===== src/rtl/ahb_pkg.sv =====
// ============================================================================
// ahb_pkg : AHB-Lite transfer encodings and helpers shared across AHB blocks
// Rev 1.0
// ============================================================================
`default_nettype none

package ahb_pkg;

    localparam logic [1:0] HTRANS_IDLE   = 2'b00;
    localparam logic [1:0] HTRANS_BUSY   = 2'b01;
    localparam logic [1:0] HTRANS_NONSEQ = 2'b10;
    localparam logic [1:0] HTRANS_SEQ    = 2'b11;

    typedef enum logic [1:0] {
        TR_IDLE   = 2'b00,
        TR_BUSY   = 2'b01,
        TR_NONSEQ = 2'b10,
        TR_SEQ    = 2'b11
    } htrans_e;

    function automatic int calc_mw(input int n);
        return (n > 1) ? $clog2(n) : 1;
    endfunction

    // SEQ and BUSY both mean a burst is still running on the owner's port
    function automatic logic burst_active(input logic [1:0] trans);
        return (trans == HTRANS_SEQ) || (trans == HTRANS_BUSY);
    endfunction

endpackage

`default_nettype wire


===== src/rtl/ahb_bus_arbiter_if.sv =====
// ============================================================================
// ahb_bus_arbiter_if : requester-side and bridge-side bus of the AHB arbiter
// Rev 1.0
// ============================================================================
`default_nettype none

interface ahb_bus_arbiter_if
    import ahb_pkg::*;
#(
    parameter int NUM_MASTERS = 3
);
    localparam int MW = calc_mw(NUM_MASTERS);

    logic [NUM_MASTERS-1:0]    hbusreq;
    logic [NUM_MASTERS-1:0]    hlock;
    logic [2*NUM_MASTERS-1:0]  htrans_m;
    logic [32*NUM_MASTERS-1:0] haddr_m;
    logic [NUM_MASTERS-1:0]    hwrite_m;
    logic [32*NUM_MASTERS-1:0] hwdata_m;
    logic                      hready_in;

    logic [NUM_MASTERS-1:0]    hgrant;
    logic [MW-1:0]             hmaster;
    logic                      hmastlock;
    logic [1:0]                htrans;
    logic [31:0]               haddr;
    logic                      hwrite;
    logic [31:0]               hwdata;

    // master: the requesters plus the bridge ready feedback
    modport master (
        output hbusreq, hlock, htrans_m, haddr_m, hwrite_m, hwdata_m, hready_in,
        input  hgrant, hmaster, hmastlock, htrans, haddr, hwrite, hwdata
    );

    // slave: the arbiter itself
    modport slave (
        input  hbusreq, hlock, htrans_m, haddr_m, hwrite_m, hwdata_m, hready_in,
        output hgrant, hmaster, hmastlock, htrans, haddr, hwrite, hwdata
    );

endinterface

`default_nettype wire


===== src/rtl/ahb_bus_arbiter_rr_picker.sv =====
// ============================================================================
// rr_picker : round-robin search of a request vector starting after a pointer
// Rev 1.0
// ============================================================================
`default_nettype none

module rr_picker
    import ahb_pkg::*;
#(
    parameter int NUM_MASTERS = 3,
    parameter int MW          = calc_mw(NUM_MASTERS)
) (
    input  wire logic [NUM_MASTERS-1:0] i_req,
    input  wire logic [MW-1:0]          i_ptr,
    output logic      [MW-1:0]          o_winner,
    output logic                        o_valid
);

    int w_idx;

    // Walk from farthest to nearest so the nearest requester after the pointer wins
    always_comb begin
        o_winner = '0;
        o_valid  = 1'b0;
        w_idx    = 0;
        for (int i = NUM_MASTERS; i >= 1; i--) begin
            w_idx = (int'(i_ptr) + i) % NUM_MASTERS;
            if (i_req[w_idx]) begin
                o_winner = MW'(w_idx);
                o_valid  = 1'b1;
            end
        end
    end

endmodule

`default_nettype wire


===== src/rtl/ahb_bus_arbiter.sv =====
// ============================================================================
// ahb_bus_arbiter : round-robin AHB-Lite arbiter and address/data multiplexer
// Rev 1.0
// ============================================================================
`default_nettype none

module ahb_bus_arbiter
    import ahb_pkg::*;
#(
    parameter int NUM_MASTERS    = 3,
    parameter int DEFAULT_MASTER = 0
) (
    input wire logic         hclk,
    input wire logic         hresetn,
    ahb_bus_arbiter_if.slave bus
);

    localparam int                   MW         = calc_mw(NUM_MASTERS);
    localparam logic [MW-1:0]          C_DEFAULT  = MW'(DEFAULT_MASTER);
    localparam logic [NUM_MASTERS-1:0] C_ONE      = NUM_MASTERS'(1);

    logic [NUM_MASTERS-1:0] r_hgrant;
    logic [MW-1:0]          r_hmaster;
    logic [MW-1:0]          r_data_owner;
    logic [MW-1:0]          r_ptr;
    logic                   r_hmastlock;

    logic [MW-1:0]          w_winner;
    logic                   w_valid;
    logic [MW-1:0]          w_next;
    logic [1:0]             w_owner_trans;
    logic                   w_owner_lock;
    logic                   w_hold;

    rr_picker #(
        .NUM_MASTERS (NUM_MASTERS),
        .MW          (MW)
    ) u_rr_picker (
        .i_req    (bus.hbusreq),
        .i_ptr    (r_ptr),
        .o_winner (w_winner),
        .o_valid  (w_valid)
    );

    always_comb begin
        w_owner_trans = bus.htrans_m[2*int'(r_hmaster) +: 2];
        w_owner_lock  = bus.hlock[r_hmaster];
        w_hold        = (r_hmastlock && w_owner_lock) || burst_active(w_owner_trans);
        w_next        = w_valid ? w_winner : C_DEFAULT;
    end

    // Every register freezes while the bridge stretches the data phase
    always_ff @(posedge hclk) begin
        if (!hresetn) begin
            r_hgrant     <= C_ONE << C_DEFAULT;
            r_hmaster    <= C_DEFAULT;
            r_data_owner <= C_DEFAULT;
            r_ptr        <= C_DEFAULT;
            r_hmastlock  <= 1'b0;
        end else if (bus.hready_in) begin
            r_data_owner <= r_hmaster;
            r_hmastlock  <= w_owner_lock;
            if (!w_hold) begin
                r_hmaster <= w_next;
                r_hgrant  <= C_ONE << w_next;
                if (w_next != r_hmaster) begin
                    r_ptr <= w_next;
                end
            end
        end
    end

    assign bus.hgrant    = r_hgrant;
    assign bus.hmaster   = r_hmaster;
    assign bus.hmastlock = r_hmastlock;
    assign bus.htrans    = bus.htrans_m[2*int'(r_hmaster) +: 2];
    assign bus.haddr     = bus.haddr_m[32*int'(r_hmaster) +: 32];
    assign bus.hwrite    = bus.hwrite_m[r_hmaster];
    assign bus.hwdata    = bus.hwdata_m[32*int'(r_data_owner) +: 32];

endmodule

`default_nettype wire

===== src/flat_wrapper.sv =====
// flat-port wrapper written by rule: the top's interface ports become plain ports
module ahb_bus_arbiter_flat import ahb_pkg::*;
#(
    parameter int NUM_MASTERS    = 3,
    parameter int DEFAULT_MASTER = 0
)
  (hclk, hresetn, bus_hbusreq, bus_hlock, bus_htrans_m, bus_haddr_m, bus_hwrite_m, bus_hwdata_m, bus_hready_in, bus_hgrant, bus_hmaster, bus_hmastlock, bus_htrans, bus_haddr, bus_hwrite, bus_hwdata);
  ahb_bus_arbiter_if #(.NUM_MASTERS(NUM_MASTERS)) bus_i ();
  input wire logic hclk;
  input wire logic hresetn;
  input wire logic [$bits(bus_i.hbusreq)-1:0] bus_hbusreq;
  input wire logic [$bits(bus_i.hlock)-1:0] bus_hlock;
  input wire logic [$bits(bus_i.htrans_m)-1:0] bus_htrans_m;
  input wire logic [$bits(bus_i.haddr_m)-1:0] bus_haddr_m;
  input wire logic [$bits(bus_i.hwrite_m)-1:0] bus_hwrite_m;
  input wire logic [$bits(bus_i.hwdata_m)-1:0] bus_hwdata_m;
  input wire logic [$bits(bus_i.hready_in)-1:0] bus_hready_in;
  output wire logic [$bits(bus_i.hgrant)-1:0] bus_hgrant;
  output wire logic [$bits(bus_i.hmaster)-1:0] bus_hmaster;
  output wire logic [$bits(bus_i.hmastlock)-1:0] bus_hmastlock;
  output wire logic [$bits(bus_i.htrans)-1:0] bus_htrans;
  output wire logic [$bits(bus_i.haddr)-1:0] bus_haddr;
  output wire logic [$bits(bus_i.hwrite)-1:0] bus_hwrite;
  output wire logic [$bits(bus_i.hwdata)-1:0] bus_hwdata;
  assign bus_i.hbusreq = bus_hbusreq;
  assign bus_i.hlock = bus_hlock;
  assign bus_i.htrans_m = bus_htrans_m;
  assign bus_i.haddr_m = bus_haddr_m;
  assign bus_i.hwrite_m = bus_hwrite_m;
  assign bus_i.hwdata_m = bus_hwdata_m;
  assign bus_i.hready_in = bus_hready_in;
  assign bus_hgrant = bus_i.hgrant;
  assign bus_hmaster = bus_i.hmaster;
  assign bus_hmastlock = bus_i.hmastlock;
  assign bus_htrans = bus_i.htrans;
  assign bus_haddr = bus_i.haddr;
  assign bus_hwrite = bus_i.hwrite;
  assign bus_hwdata = bus_i.hwdata;
  ahb_bus_arbiter #(.NUM_MASTERS(NUM_MASTERS), .DEFAULT_MASTER(DEFAULT_MASTER)) u_core (.hclk(hclk), .hresetn(hresetn), .bus(bus_i));
endmodule

===== config.mk =====
export PLATFORM = sky130hd
export DESIGN_NAME = ahb_bus_arbiter_flat
export DESIGN_NICKNAME = d
export VERILOG_FILES = /design/src/rtl/ahb_pkg.sv /design/src/rtl/ahb_bus_arbiter_if.sv /design/src/rtl/ahb_bus_arbiter_rr_picker.sv /design/src/rtl/ahb_bus_arbiter.sv /design/src/flat_wrapper.sv
export SDC_FILE = /design/constraint.sdc
export NUM_CORES = 1
export LEC_CHECK = 0
export CAP_MARGIN = 10
export CORE_AREA = 5 5 107 109
export CTS_BUF_LIST = sky130_fd_sc_hd__clkbuf_16
export CTS_CLUSTER_SIZE = 20
export DETAILED_ROUTE_END_ITERATION = 8
export DIE_AREA = 0 0 112 114
export PLACE_DENSITY = 0.71
export REMOVE_ABC_BUFFERS = 1
export SLEW_MARGIN = 20
export SYNTH_ARGS = -nofsm -noshare
export SYNTH_HDL_FRONTEND = slang
export SYNTH_SLANG_ARGS = --single-unit

===== constraint.sdc =====
create_clock -name hclk -period 4.05 [get_ports hclk]
set_input_delay 0.81 -clock hclk [delete_from_list [all_inputs] [get_ports hclk]]
set_output_delay 0.81 -clock hclk [all_outputs]
set_load 0.01 [all_outputs]

==> impl_metrics.yaml <==
die:
  core_area_um2: 10500
  initial_core_util: 0.191
  row_count: 38
  dieArea_um2: 12800
  ioPinCount: 283
  die_w_um: 112
  fp.dieH_um: 114
clocking:
  cts_setup_buffers: 0
  clock-sinks: 10
  htreeDepth: 1
  cts_tree: "yes"
  cts_root_buf: "clkbuf_16"
  ctsLongestPathBuffers: 2
  cts_buffers: 3
  cts-hold-fix-buffers: 0
  clk_latency_ns: 0.23
  clk_pin_slew_ns: 0.04
  post_cts_resized: 0
power:
  power_density_nw_per_um2: 232
  p_leak_nw: 1.68
  ir_drop_mv: 0.135
layout:
  final_nets: 779
  drive_above_1_share: 0.0337
  layout_commonest_cell: "clkdlybuf4s50_1"
  area_growth_pct: 150
  insertedDiodeCount: 0
  mostFrequentLayoutCells: "clkdlybuf4s50_1 (282), nand2_1 (76), mux2i_1 (72)"
worst_setup_path:
  r2r_slack_ns: 1.86
  crit_path_end: "bus_haddr[10]"
  reg2regPathDepth: 7
  crit_buf_inv: 2
  arrival_ns: 2.39
  critical_path_depth: 4
  r2r-end: "u_core.r_ptr[0]$_SDFFE_PN0P_"
  r2r_start: "u_core.bus.hmaster[0]$_SDFFE_PN0P_"
  required_ns: 3.24
  path_class: "reg -> out"
  cp_cell_sequence: "buf_4, mux2i_1, o21ai_0, clkdlybuf4s50_1"
  crit_path_start_kind: "flop"
  critPathMaxFanout: 28
  crit_family: "buffers and inverters"
  cpPeakStageDelay_ns: 0.80
  cpMaxStageDelayCell: "dfxtp_2"
  end_kind: "output port"
  worstSetupStartpoint: "u_core.bus.hmaster[0]$_SDFFE_PN0P_"
synthesis:
  synth_seq_cells: 10
  synth_top_area_cell: "mux2i_1"
  netlist_area_um2: 2010
  synth.area.top_cells: "mux2i_1 (36%), o21ai_0 (17%), nand2_1 (14%), dfxtp_1 (10%), clkbuf_1 (2.8%)"
  avgSynthCellArea_um2: 6.77
  synthCells: 297
  synth-seq-area-share: 0.0995
  synthDistinctLibCells: 34
  ys_warn_count: 0
  synth.top_cell.area_share: 0.358
place:
  hpwlAfterDp_mm: 9.45
  pre_cts_ws_ns: 0.946
  gp_congestion: 0.960
  io_buffers: 282
timing:
  max_freq_mhz: 313
  setup_viol: 0
  setup_ws_ns: 0.853
  fin_skew_ns: 0.00127
  hold_viol: 0
  slew_viol_final: 0
  finalCritPeriodShare: 0.789
  tightest_slew_ns: 0.861
  min_period_ns: 3.20
  rsz0062_at_grt: "no"
  tns_ns: 0
  relSlewSlack: 0.426
status:
  status: "complete, no violations"
routing:
  drc_errors: 0
  vias: 3143
  drt-vias-per-instance: 4.46
  wl_mm: 11.0
  drt-initial-drc-count: 89
  antenna_left: 0
  first_pass_iters: 4
  post_drt_wl_per_cell_um: 15.6
global_route:
  grt.total_usage: 0.156
  overflow: 0
  grt_max_degree: 36
  antenna_found_initial: 0
  first_global_vias: 3363
  grt_pass1_wl_mm: 16.4
min_path:
  holdCritStartpoint: "u_core.bus.hgrant[1]$_SDFFE_PN0P_"
  hold_class: "reg -> reg"
run:
  cap_violations: 0
-- per-layer routing --
metal	vias up	track usage	part of all wire	wire, um
li1	1579	-	-	-
met1	1354	0.157	0.36	3920
met2	189	0.299	0.51	5570
met3	21	0.0531	0.11	1190
met4	0	0.0561	0.030	326
met5	-	0	0	0
-- metrics by stage --
| step | power [mW] | utilization | area [um2] | hold slack [ns] | instances |
|---|---|---|---|---|---|
| floorplan | 0.496 | - | 1900 | 0.481 | 272 |
| global placement | 0.984 | 0.471 | 4950 | 0.446 | 700 |
| detailed placement | 0.998 | 0.471 | 4950 | 0.450 | 700 |
| CTS | 1.18 | 0.478 | 5030 | 0.459 | 704 |
| global route | 1.25 | 0.478 | 5030 | 0.480 | 704 |
| finish | 1.17 | 0.478 | 5030 | 0.458 | 704 |
-- worst min-delay path by stage --
stage	end	slack, ns	cells after the start
6_report	u_core.bus.hgrant[1]$_SDFFE_PN0P_	0.46	2
5_1_grt	u_core.bus.hgrant[1]$_SDFFE_PN0P_	0.48	2
4_1_cts	u_core.bus.hgrant[1]$_SDFFE_PN0P_	0.46	2
3_5_place_dp	u_core.bus.hgrant[1]$_SDFFE_PN0P_	0.45	2
3_3_place_gp	u_core.bus.hgrant[1]$_SDFFE_PN0P_	0.45	2
2_1_floorplan	u_core.bus.hgrant[1]$_SDFFE_PN0P_	0.48	2
-- final cells by class --
class                   instances  area (um2)
repair buffers                288        2870
well taps                     140         175
clock inverters                 1        3.75
fillers                      1013        5480
inverters                       5        18.8
flip-flops and latches         10         203
multi-input cells             257        1680
clock buffers                   3        75.1
-- power by group --
group	internal [mW]	switching (mW)	total, mW
Combinational	0.517	0.327	0.844
Sequential	0.114	0.0383	0.152
Clock	0.129	0.0424	0.171
-- cells in the mapped netlist --
| cell | instances |
|---|---|
| o21ai_0 | 67 |
| nor2b_1 | 3 |
| a211oi_1 | 1 |
| buf_2 | 8 |
| dfxtp_1 | 10 |
| o32a_1 | 1 |
| xnor2_1 | 1 |
| and3b_1 | 1 |
| a21o_1 | 1 |
| o31ai_1 | 1 |
| clkinv_1 | 1 |
| nand2_1 | 76 |
| nor2_1 | 5 |
| a21oi_4 | 1 |
| o211a_1 | 1 |
| nand3b_1 | 1 |
| mux2i_1 | 72 |
| inv_1 | 4 |
| o221ai_1 | 1 |
| o21ai_1 | 1 |
| clkbuf_1 | 15 |
| a211oi_2 | 1 |
| buf_6 | 1 |
| buf_4 | 1 |
| o211ai_1 | 2 |
| o21a_2 | 1 |
| nand2b_4 | 1 |
| a21oi_1 | 7 |
| or2_2 | 1 |
| nand2b_1 | 3 |
| o2111ai_4 | 1 |
| xor2_1 | 1 |
| or3_1 | 1 |
| ha_1 | 4 |
-- flip-flops by register name (all words and copies together) (netlist names) --
signal and count:
u_core.bus.hmaster 2, u_core.r_data_owner 2, u_core.bus.hgrant 3, u_core.bus.hmastlock 1, u_core.r_ptr 2
-- worst register-to-register path, stage by stage, from the launching register on --
cell and delay [ns]:
dfxtp_2 0.80, nor2b_2 0.09, buf_4 0.26, nand2_1 0.17, o2111ai_4 0.20, nand2b_4 0.22, o32a_1 0.29, o211ai_1 0.08
-- cells by family after synthesis --
logic type	synth area share
fa+ha+maj	0.0249
buf+inv	0.0665
xor+xnor	0.00871
mux	0.358
flops	0.0995
simple gates	0.191
compound gates	0.251
No activity file was read; power rests on OpenSTA's default activity.
==> edit (same settings) <==
Reset style: asynchronous (`hresetn`), changed in one clocked block.
--- a/src/rtl/ahb_bus_arbiter.sv
+++ b/src/rtl/ahb_bus_arbiter.sv
@@ -50,7 +50,7 @@
     end
 
     // Every register freezes while the bridge stretches the data phase
-    always_ff @(posedge hclk) begin
+    always_ff @(posedge hclk or negedge hresetn) begin
         if (!hresetn) begin
             r_hgrant     <= C_ONE << C_DEFAULT;
             r_hmaster    <= C_DEFAULT;
Function: differs if hresetn is asserted again (counterexample within 4 cycles, from zero or initial values and one cycle with hresetn low); with hresetn held inactive, the same outputs for 4 cycles.
==> edit against the unedited design <==
Synthesized cell count is 2.7% lower; setup slack worse by 57 ps; utilization stayed put; sequential share of layout area is 1.0 points higher; maximum frequency is 1.7% lower; wire length is 8.7% higher; sequential cell count stayed put; register-to-register slack worse by 200 ps; clock skew is 0.92 ps higher; synthesized area is 0.44% lower; design area stayed put.
Power is not compared: it rests on default switching activity, and its combinational part moved more than twofold at a synthesized area within 25%.
==> edit: results (changes against the unedited design) <==
Status
  • Status: complete, no violations (unchanged)

Worst hold path
  • Min-delay worst type: flop to flop (unchanged)
  • HP Start: u_core.bus.hgrant[1] (unchanged)

Timing
  • Worst-margin pin slew: 1020 ps (was 861 ps)
  • Clk_skew: 2.20 ps (was 1.27 ps)

Cells and area
  • Number of flip-flops under the largest register name: 3 (unchanged)
  • Ant diodes: 0 (unchanged)
  • Nets@finish: 772 (was 779)
  • Share of layout cells above drive strength 1: 3.59% (was 3.37%)

Synthesis
  • Synth top area cells: mux2i_1, o21ai_0, nand2_1 (unchanged)
  • Warnings, synthesis: 0 (unchanged)
  • Mapped Cells: 289 (was 297)
  • Compound-Gate Fraction of Synth Area: 25.2% (was 25.1%)
  • Netlist cell types: 34 (unchanged)
  • Most frequent cells after synthesis: nand2_1, mux2i_1, o21ai_0 (unchanged)
  • Post-synthesis adder-cell area fraction: 2.50% (was 2.49%)
  • Top_reg_cell synth: dfrtp_1 (was dfxtp_1)
  • Mux contribution to synthesized area: 35.1% (was 35.8%)
  • Synth Area in XOR/XNOR: 0.437% (was 0.871%)
  • Ys async rst share: 100% (was 0%)
  • Sequential area share after synthesis: 12.6% (was 9.95%)

Setup path
  • Crit-path max cell delay: 880 ps (was 800 ps)
  • Reg2reg start: u_core.bus.hmaster[1] (was u_core.bus.hmaster[0])
  • CP arrival: 2440 ps (was 2390 ps)
  • Worst-path fanout max: 28 (unchanged)
  • Crit-path leading delay family: buffers and inverters (unchanged)
  • Critical path launch point type: flop (unchanged)
  • CP max-delay cell: dfrtp_2 (was dfxtp_2)

CTS
  • Worst-path clk slew: 40 ps (about the same)
  • CTS H-tree depth: 1 (unchanged)
  • TritonCTS Buffers: 3 (unchanged)
  • Root Buffer: clkbuf_16 (unchanged)
  • Clk buf depth: 2 (unchanged)
  • Worst skew pair latency: 230 ps (about the same)
  • CTS resizes: 0 (unchanged)
  • Post-CTS Setup Bufs: 0 (unchanged)

GRT
  • Initial antenna violation count: 0 (unchanged)
  • Pin count of the biggest net entering global routing: 43 (was 36)
  • Global Route Usage Sum: 17.5% (was 15.6%)
  • Global-route wire length before repair: 18100 microns (was 16400 microns)
  • Vias in the first global route: 3173 (was 3363)

Drt
  • Vias: 3119 (was 3143)
  • 1st-pass router iterations: 4 (unchanged)
  • DR iter-0 viols: 100 (was 89)
  • Routed length per instance: 17.2 microns (was 15.6 microns)
  • Final WL: 12000 microns (was 11000 microns)

Power and ir drop
  • LEAKAGE: 1.86 nW
  • Peak VDD IR: 0.302 mV

Place
  • Post-DP HPWL: 10000 microns (was 9450 microns)
  • RePlAce Congestion: 0.904 (was 0.960)
  • Placed insts: 693 (was 700)
  • PortBufs: 282 (unchanged)
edit: changes by cell type after synthesis, moves of 4 or more:
cell / before / now
a21oi_1: 7 / 2
nand2_1: 76 / 71
dfrtp_1: 0 / 9
inv_1: 4 / 8
dfxtp_1: 10 / 0
mux2i_1: 72 / 68
edit: routing by layer:
layer,vias to the layer above,GRT usage (%),share of wire [%]
met5,-,0,0
met1,1419,20.5,39
li1,1563,-,-
met3,10,4.03,6.2
met4,0,2.16,1.3
met2,127,33.3,53
edit: area by class of cell:
class | count | area [sq um]
Fill cell | 1020 | 5480
Clock buffer | 3 | 75.1
Multi-Input combinational cell | 248 | 1630
Inverter | 8 | 30.0
Sequential cell | 10 | 254
Tap cell | 140 | 175
Timing Repair Buffer | 287 | 2860
Clock inverter | 1 | 3.75
edit: final timing paths:
| check | to | slack, ps | cells past startpoint |
|---|---|---|---|
| worst min register to register | u_core.bus.hgrant[1] | 480 | 1 |
| max in group asynchronous | u_core.r_data_owner[1] | 2750 | 1 |
| min in group asynchronous | u_core.bus.hgrant[2] | 920 | 1 |
| worst max-delay path | bus_haddr[2] | 800 | 4 |
| worst max register to register | u_core.r_ptr[0] | 1660 | 7 |
| worst min-delay path | u_core.bus.hgrant[1] | 480 | 1 |
edit: per-stage QoR:
stage | instance area [sq um] | worst slack, ps | utilization, %
finish | 5030 | 796 | 47.8
global route | 5030 | 699 | 47.8
CTS | 5030 | 798 | 47.8
detailed placement | 4950 | 999 | 47.1
global placement | 4950 | 1060 | 47.1
floorplan | 1900 | 406 | -
edit: cell families after synthesis:
group / count (synthesis)
AOI/OAI and AO/OA: 88
xor gates and xnor gates: 1
adders and majority gates: 4
buffers and inverters: 31
DFF: 10
muxes: 70
and+or+nand+nor: 85
edit: power by group:
part / internal, mW / total [mW] / switching, mW
sequential: 0.148 / 0.291 / 0.143
clock: 0.129 / 0.175 / 0.0454
combinational: 1.25 / 2.26 / 1.01
